### config.mk
export PLATFORM = sky130hd
export DESIGN_NAME = mc_recon
export DESIGN_NICKNAME = d
export VERILOG_FILES = /design/src/rtl/mc_recon.sv
export SDC_FILE = /design/constraint.sdc
export NUM_CORES = 1
export LEC_CHECK = 0
export BUFFER_PORTS_ARGS = -buffer_cell sky130_fd_sc_hd__buf_2
export CAP_MARGIN = 10
export CORE_UTILIZATION = 35
export DETAILED_ROUTE_END_ITERATION = 8
export HOLD_SLACK_MARGIN = 0.02
export PLACE_DENSITY_LB_ADDON = 0.08
export SYNTH_ARGS = -nofsm -noshare
export SYNTH_HDL_FRONTEND = slang
export SYNTH_SLANG_ARGS = --single-unit
### constraint.sdc
create_clock -name clk -period 12.35 [get_ports clk]
set_input_delay 0.6175 -clock clk [delete_from_list [all_inputs] [get_ports clk]]
set_output_delay 0.6175 -clock clk [all_outputs]
set_load 0.05 [all_outputs]
### src/rtl/mc_recon.sv
// Motion-compensation reconstruction: recon = pred + residual, one row per cycle,
// result held until the consumer accepts it. Pixel (r,c) sits at flat index r*MB_SIZE+c.
module mc_recon #(
  parameter int MB_SIZE     = 4,
  parameter int PIXEL_WIDTH = 8,
  parameter int RES_WIDTH   = 9,
  parameter int WRAP_MODE   = 0
) (
  input  logic                                     clk,
  input  logic                                     reset,
  input  logic [MB_SIZE*MB_SIZE*PIXEL_WIDTH-1:0]   pred_mb,
  input  logic [MB_SIZE*MB_SIZE*RES_WIDTH-1:0]     residual,
  input  logic                                     src_valid,
  output logic                                     src_ready,
  input  logic                                     dst_ready,
  output logic                                     dst_valid,
  output logic [MB_SIZE*MB_SIZE*PIXEL_WIDTH-1:0]   recon_mb
);

  localparam int SUM_W = ((RES_WIDTH > PIXEL_WIDTH + 1) ? RES_WIDTH : PIXEL_WIDTH + 1) + 1;
  localparam int CNT_W = (MB_SIZE > 1) ? $clog2(MB_SIZE) : 1;
  localparam logic [CNT_W-1:0] LAST_ROW = CNT_W'(MB_SIZE - 1);

  typedef enum logic [1:0] {
    IDLE = 2'd0,
    CALC = 2'd1,
    DONE = 2'd2
  } state_t;

  state_t                 state_r;
  logic [CNT_W-1:0]       row_cnt_r;
  logic                   dst_valid_r;
  logic [PIXEL_WIDTH-1:0] pred_r    [MB_SIZE][MB_SIZE];
  logic [RES_WIDTH-1:0]   res_r     [MB_SIZE][MB_SIZE];
  logic [PIXEL_WIDTH-1:0] recon_r   [MB_SIZE][MB_SIZE];
  logic [PIXEL_WIDTH-1:0] pred_in_s [MB_SIZE][MB_SIZE];
  logic [RES_WIDTH-1:0]   res_in_s  [MB_SIZE][MB_SIZE];
  logic [PIXEL_WIDTH-1:0] row_s     [MB_SIZE];

  // Saturating signed add, or modulo add of the low residual bits when wrapping.
  function automatic logic [PIXEL_WIDTH-1:0] recon_pixel(
    input logic [PIXEL_WIDTH-1:0] p,
    input logic [RES_WIDTH-1:0]   r
  );
    logic signed [SUM_W-1:0] sum_v;
    logic [PIXEL_WIDTH-1:0]  pix_v;
    sum_v = $signed({{(SUM_W-PIXEL_WIDTH){1'b0}}, p})
          + $signed({{(SUM_W-RES_WIDTH){r[RES_WIDTH-1]}}, r});
    if (WRAP_MODE != 0) begin
      pix_v = p + r[PIXEL_WIDTH-1:0];
    end else if (sum_v[SUM_W-1]) begin
      pix_v = {PIXEL_WIDTH{1'b0}};
    end else if (|sum_v[SUM_W-2:PIXEL_WIDTH]) begin
      pix_v = {PIXEL_WIDTH{1'b1}};
    end else begin
      pix_v = sum_v[PIXEL_WIDTH-1:0];
    end
    return pix_v;
  endfunction

  for (genvar gr = 0; gr < MB_SIZE; gr++) begin : g_row
    for (genvar gc = 0; gc < MB_SIZE; gc++) begin : g_col
      assign pred_in_s[gr][gc] = pred_mb[(gr*MB_SIZE+gc)*PIXEL_WIDTH +: PIXEL_WIDTH];
      assign res_in_s[gr][gc]  = residual[(gr*MB_SIZE+gc)*RES_WIDTH +: RES_WIDTH];
      assign recon_mb[(gr*MB_SIZE+gc)*PIXEL_WIDTH +: PIXEL_WIDTH] = recon_r[gr][gc];
    end
  end

  for (genvar gc = 0; gc < MB_SIZE; gc++) begin : g_calc
    assign row_s[gc] = recon_pixel(pred_r[row_cnt_r][gc], res_r[row_cnt_r][gc]);
  end

  assign src_ready = (state_r == IDLE) && !reset;
  assign dst_valid = dst_valid_r;

  // Row-counter FSM: capture in IDLE, one row per edge in CALC, hold in DONE.
  always_ff @(posedge clk or posedge reset) begin
    if (reset) begin
      state_r     <= IDLE;
      row_cnt_r   <= {CNT_W{1'b0}};
      dst_valid_r <= 1'b0;
      pred_r      <= '{default: '0};
      res_r       <= '{default: '0};
      recon_r     <= '{default: '0};
    end else begin
      case (state_r)
        IDLE: begin
          if (src_valid) begin
            pred_r    <= pred_in_s;
            res_r     <= res_in_s;
            row_cnt_r <= {CNT_W{1'b0}};
            state_r   <= CALC;
          end else begin
            state_r   <= IDLE;
          end
        end
        CALC: begin
          recon_r[row_cnt_r] <= row_s;
          if (row_cnt_r == LAST_ROW) begin
            row_cnt_r   <= {CNT_W{1'b0}};
            state_r     <= DONE;
            dst_valid_r <= 1'b1;
          end else begin
            row_cnt_r   <= row_cnt_r + CNT_W'(1);
          end
        end
        DONE: begin
          if (dst_ready) begin
            dst_valid_r <= 1'b0;
            state_r     <= IDLE;
          end else begin
            dst_valid_r <= 1'b1;
          end
        end
        default: begin
          state_r     <= IDLE;
          row_cnt_r   <= {CNT_W{1'b0}};
          dst_valid_r <= 1'b0;
        end
      endcase
    end
  end

endmodule

==> results.toml, run 1 <==
[clock_tree]
clock_sinks = 405
clock_tree.htree_level_count = 2
cts-root-to-sink-buffers = 3
clk_transition_reported_paths_ns = 0.06
clockRootBuffer = "sky130_fd_sc_hd__clkbuf_16"
worstSkewPairLatency_ns = 0.57
numCtsBuffers = 46
post-cts-setup-buffers = 0
post_cts.resized_instances = 0
cts_tree = "yes"
count_of_hold_buffers_inserted_by_post_cts_repair = 0

[die]
die_h_um = 232
design.core.area_um2 = 51700
row_count = 83
io_pins = 406
floorplan.initialDensity_pct = 35.7
floorplan.die.width_um = 232
die_area_um2 = 53600

[worst_setup_path]
r2r_slack_ns = 7.24
critical_path.reg2reg.endpoint = "recon_mb[26]$_DFFE_PP0P_"
cp.arrival_ns = 5.56
cp-end-kind = "flip-flop"
crit_path_start_kind = "flip-flop"
critical_path_required_ns = 12.81
timing.critical_path.fanout_max = 37
crit_slowest_cell = "sky130_fd_sc_hd__dfrtp_4"
reg2reg_from = "row_cnt_r[0]$_DFFE_PP0P_"
r2r_cells = 10
timing.critical_path.cells = "buf_4, mux4_2, ha_1, fa_1, a211o_1, a21oi_1, or2_2, xor2_1, a22oi_1, mux2_2"
cpPeakStageDelay_ns = 0.89
path_class = "flip-flop to flip-flop"

[route]
finalWirelength_mm = 53.6
drt_first_pass_iters = 4
routed-via-count = 12600
drt-vias-per-instance = 5.14
detailedRoute.firstIterationViolations = 649
detail-route-antenna-nets = 0
remaining_drc_errors = 0
wire_per_inst_um = 21.9

[status]
outcome = "complete, no violations"

[sta]
fin_crit_sh_pct = 41.4
final.setup.worst_slack_ns = 7.24
rsz0062_at_grt = "false"
worst-slew-pin-transition_ns = 1.09
final-max-slew-violation-count = 0
final-hold-violation-count = 0
fmaxAchievable_mhz = 196
max-slew-margin-rel_pct = 27.0
clock-skew-final_ns = 0.0186
setup-tns-final_ns = 0
period_minus_slack_ns = 5.11
hold_ws_ns = 0.181
setup_violations = 0

[finish]
design.final.nets = 2054
area.growth.synth_to_final_pct = 23.1
layout.filler_cells = 4897
regArea_um2 = 10100
drive_above_1_share_pct = 49.6
multi_input_area_um2 = 7940

[place]
hpwl_mm = 38.9
post-place-ws_ns = 7.14
port_bufs = 405
finalWeightedCongestion = 0.769

[logic_synthesis]
synth-warning-count = 0
syn_avg_cell_area_um2 = 13.8
synthesis.area_um2 = 18400
synthMostInstantiatedCell = "sky130_fd_sc_hd__dfrtp_1"
seq_area_frac_synth_pct = 55.0
fraction_of_post_synthesis_cell_area_in_the_top_cell_type_by_area_pct = 55.0
number_of_flops_mapped_to_enable_cells_by_yosys = 0
synth_fp_nets = 1660
synth-seq-cells = 405
synthTopCellsByCount = "405 x sky130_fd_sc_hd__dfrtp_1, 305 x sky130_fd_sc_hd__mux2_2, 103 x sky130_fd_sc_hd__nand2_1"
most_used_flip_flop_cell_after_synthesis = "sky130_fd_sc_hd__dfrtp_1"
netlist-cell-type-count = 56
synthCells = 1341
synth_top_cells_by_area = "sky130_fd_sc_hd__dfrtp_1 55%, sky130_fd_sc_hd__mux2_2 19%, sky130_fd_sc_hd__mux4_2 8.3%"
synthArstFlopShare_pct = 100
netlist.top_cell.by_area = "sky130_fd_sc_hd__dfrtp_1"

[global_route]
groute.usage.overall_pct = 20.2
grt_pass1_vias = 13100
grt_pass1_wl_mm = 81.7
globalRouteOverflowTotal = 0
largest_net_degree_at_the_start_of_global_routing = 111
initial_antenna_violation_count = 24

[job]
max-cap-violations = 0

[hold_path]
hold_path_class = "input port to asynchronous set/reset pin"
-- how the worst max path moves through the flow --
stage	from	endpoint	slack [ns]	cells after the start
2_1_floorplan	reset	dst_valid$_DFFE_PP0P_	0.47	1
3_3_place_gp	row_cnt_r[0]$_DFFE_PP0P_	recon_mb[122]$_DFFE_PP0P_	7.18	10
3_5_place_dp	row_cnt_r[0]$_DFFE_PP0P_	recon_mb[26]$_DFFE_PP0P_	7.14	10
4_1_cts	row_cnt_r[0]$_DFFE_PP0P_	recon_mb[26]$_DFFE_PP0P_	7.13	10
5_1_grt	row_cnt_r[0]$_DFFE_PP0P_	recon_mb[90]$_DFFE_PP0P_	6.84	10
6_report	row_cnt_r[0]$_DFFE_PP0P_	recon_mb[26]$_DFFE_PP0P_	7.24	10
-- sequential cells by signal, summed over array words and instances, names as in the netlist --
register,flops
res_r,144
pred_r,128
recon_mb,128
row_cnt_r,2
state_r,2
dst_valid,1
-- stage by stage --
stage	cells	area, um2	util (%)
floorplan	1341	18400	-
global placement	2366	21200	40.9
detailed placement	2366	21200	40.9
CTS	2446	22700	43.9
global route	2449	22700	43.9
finish	2451	22700	43.9
-- metal layers --
layer / up-vias / wire length [um] / GRT usage [%]
met5: - / 234 / 0
met4: 38 / 968 / 5.30
met3: 98 / 3950 / 5.68
met2: 355 / 23900 / 30.1
met1: 6364 / 24600 / 28.9
li1: 5734 / - / -
-- cell type report --
class	count	share of cell area (%)
sequential	405	44.7
multi-input combinational	845	35.0
timing repair buffer	425	9.59
clock buffer	70	6.06
tap	680	3.75
clock inverter	10	0.678
inverter	12	0.232
antenna	4	0.0441
-- cell usage in the layout (no fill, tap or decap), types with 9 or more instances in the layout --
master                      instances
sky130_fd_sc_hd__xnor2_1            9
sky130_fd_sc_hd__o21ai_0           92
sky130_fd_sc_hd__nand2_1          103
sky130_fd_sc_hd__a21oi_1           23
sky130_fd_sc_hd__o21a_1             9
sky130_fd_sc_hd__mux4_2            68
sky130_fd_sc_hd__dfrtp_1          403
sky130_fd_sc_hd__nor2_1            46
sky130_fd_sc_hd__xor2_1            11
sky130_fd_sc_hd__clkbuf_1          14
sky130_fd_sc_hd__nor3_1            20
sky130_fd_sc_hd__o31ai_1            9
sky130_fd_sc_hd__mux2_2           305
sky130_fd_sc_hd__inv_1             11
sky130_fd_sc_hd__ha_1              39
sky130_fd_sc_hd__buf_4             20
sky130_fd_sc_hd__buf_2            405
sky130_fd_sc_hd__clkbuf_16         49
-- cells by family after synthesis --
group	share of synthesized area, %
AOI/OAI and AO/OA	6.54
and+or+nand+nor	5.33
muxes	27.0
xor gates and xnor gates	1.04
DFF	55.0
buffers and inverters	2.00
adders and majority gates	3.08
-- worst max-delay path, delay by kind of cell (launching register included) --
family          cells  cell delay, ns
xor+xnor            1            0.66
simple gates        1            0.19
mux                 2            0.92
compound gates      3            0.84
flops               1            0.89
fa+ha+maj           2            0.73
buf+inv             1            0.70
Power of run 1 is not shown: default switching activity piles up to over one toggle a cycle in this logic, so the estimate is an artifact.
==> run 2: changes to the inputs <==
==> constraint.sdc (replaced) <==
create_clock -name clk -period 5.3 [get_ports clk]
set_input_delay 0.265 -clock clk [delete_from_list [all_inputs] [get_ports clk]]
set_output_delay 0.265 -clock clk [all_outputs]
set_load 0.05 [all_outputs]
==> run 2 against run 1 <==
Die area is the same. Critical endpoint is now recon_mb[5]$_DFFE_PP0P_. Register-to-register slack lost 6.0 ns. Clock skew shrank 0.0035 ns. Via count grew 8.4%. Worst setup slack lost 6.0 ns. First-iteration DRC count grew 22%. Flip-flop and latch count is the same. Highest routed layer unchanged. Utilization grew 5.5 points. Sequential share of layout area shrank 4.9 points. Critical path type unchanged.
==> results.toml, run 2 (synthesized netlist as in run 1, its figures left out) <==
[status]
outcome = "complete, no violations"

[sta]
period_minus_slack_ns = 4.06
hold_ws_ns = 0.0834
fin_crit_sh_pct = 76.5
final-max-slew-violation-count = 0
final.setup.worst_slack_ns = 1.24
worst-slew-pin-transition_ns = 1.10
fmaxAchievable_mhz = 247
clock-skew-final_ns = 0.0151
max-slew-margin-rel_pct = 26.4
rsz0062_at_grt = "false"
final-hold-violation-count = 0
setup_violations = 0
setup-tns-final_ns = 0

[clock_tree]
clockRootBuffer = "sky130_fd_sc_hd__clkbuf_16"
clk_transition_reported_paths_ns = 0.06
clock_tree.htree_level_count = 2
cts_tree = "yes"
numCtsBuffers = 46
cts-root-to-sink-buffers = 3
clock_sinks = 405
post_cts.resized_instances = 0
worstSkewPairLatency_ns = 0.57

[global_route]
initial_antenna_violation_count = 9
grt_pass1_vias = 14500
globalRouteOverflowTotal = 0
groute.usage.overall_pct = 21.4
largest_net_degree_at_the_start_of_global_routing = 152
grt_pass1_wl_mm = 87.7

[finish]
drive_above_1_share_pct = 43.4
design.final.nets = 2332
largest_register_ff_count = 144
layout_commonest_cell = "sky130_fd_sc_hd__buf_2"
area.growth.synth_to_final_pct = 38.4
mostFrequentLayoutCells = "405 x sky130_fd_sc_hd__buf_2, 403 x sky130_fd_sc_hd__dfrtp_1, 305 x sky130_fd_sc_hd__mux2_2"
layout.filler_cells = 4675
largest_register = "res_r"

[route]
routed-via-count = 13600
remaining_drc_errors = 0
drt-vias-per-instance = 4.99
drt_first_pass_iters = 4
detail-route-antenna-nets = 0
finalWirelength_mm = 56.8
detailedRoute.firstIterationViolations = 791
wire_per_inst_um = 20.8

[die]
row_count = 83
floorplan.initialDensity_pct = 35.7
io_pins = 406
floorplan.die.width_um = 232
die_area_um2 = 53600
design.core.area_um2 = 51700
die_h_um = 232

[place]
finalWeightedCongestion = 0.794
hpwl_mm = 40.3
post-place-ws_ns = 1.25
port_bufs = 405

[worst_setup_path]
cp.arrival_ns = 4.51
critical_path.reg2reg.endpoint = "recon_mb[5]$_DFFE_PP0P_"
cp-end-kind = "flip-flop"
r2r_slack_ns = 1.24
critical-path-top-delay-family = "multiplexers"
crit_slowest_cell = "sky130_fd_sc_hd__dfrtp_4"
critical_path_required_ns = 5.75
timing.critical_path.cells = "buf_4, mux4_2, ha_1, fa_1, a211oi_1, nor2_1, a21oi_1, xnor2_1, buf_6, o21a_1, mux2_2"
timing.critical_path.fanout_max = 27
crit_path_start_kind = "flip-flop"
reg2reg_from = "row_cnt_r[0]$_DFFE_PP0P_"
cpPeakStageDelay_ns = 0.77
timing.critical_path.buf_inv = 2
r2r_cells = 11
path_class = "flip-flop to flip-flop"

[hold_path]
worstHoldEndpoint = "state_r[1]$_DFFE_PP0P_"
timing.hold.worst_path_depth = 3
min_from = "dst_ready"
hold_path_class = "input port to flip-flop"

[job]
max-cap-violations = 0
-- run 2: how the worst max path moves through the flow --
stage / from / end / slack, ns / depth (start not counted)
2_1_floorplan: reset / dst_valid$_DFFE_PP0P_ / -0.42 / 1
3_3_place_gp: row_cnt_r[1]$_DFFE_PP0P_ / recon_mb[71]$_DFFE_PP0P_ / 1.16 / 9
3_5_place_dp: row_cnt_r[0]$_DFFE_PP0P_ / recon_mb[5]$_DFFE_PP0P_ / 1.25 / 11
4_1_cts: row_cnt_r[0]$_DFFE_PP0P_ / recon_mb[5]$_DFFE_PP0P_ / 1.22 / 11
5_1_grt: row_cnt_r[0]$_DFFE_PP0P_ / recon_mb[39]$_DFFE_PP0P_ / 0.91 / 11
6_report: row_cnt_r[0]$_DFFE_PP0P_ / recon_mb[5]$_DFFE_PP0P_ / 1.24 / 11
-- run 2: worst register-to-register path, stage by stage (launching register included) --
cell and delay (ns):
sky130_fd_sc_hd__dfrtp_4 0.77, sky130_fd_sc_hd__buf_4 0.30, sky130_fd_sc_hd__mux4_2 0.51, sky130_fd_sc_hd__ha_1 0.24, sky130_fd_sc_hd__fa_1 0.44, sky130_fd_sc_hd__a211oi_1 0.35
sky130_fd_sc_hd__nor2_1 0.12, sky130_fd_sc_hd__a21oi_1 0.20, sky130_fd_sc_hd__xnor2_1 0.24, sky130_fd_sc_hd__buf_6 0.23, sky130_fd_sc_hd__o21a_1 0.24, sky130_fd_sc_hd__mux2_2 0.28
-- run 2: timing repair --
| item | in CTS | in global routing |
|---|---|---|
| hold buffers | 273 | 0 |
| hold endpoints to repair | 294 | 0 |
| setup buffers | 0 | 0 |
-- run 2: per-layer routing --
layer / track usage [%] / vias to the layer above / wire length (um)
li1: - / 6282 / -
met1: 31.8 / 6939 / 27700
met2: 32.2 / 353 / 25200
met3: 3.51 / 67 / 2730
met4: 5.92 / 4 / 1090
met5: 0 / - / 19
-- run 2: cell type report --
type / count / area (um2) / share of cell area, %
Sequential cell: 405 / 10100 / 39.7
Multi-Input combinational cell: 845 / 7940 / 31.1
Timing Repair Buffer: 703 / 5010 / 19.6
Clock buffer: 70 / 1410 / 5.53
Tap cell: 680 / 851 / 3.33
Clock inverter: 9 / 101 / 0.397
Inverter: 12 / 48.8 / 0.191
Antenna cell: 8 / 20.0 / 0.0784
-- run 2: stage by stage --
step                      utilization (%)  instance area (um2)  cells
after floorplan                         -                18400   1341
after global placement               41.1                21200   2371
after detailed placement             41.1                21300   2372
after CTS                            49.3                25500   2724
after global routing                 49.3                25500   2730
final                                49.4                25500   2732
Power of run 2 is left out for the same reason.
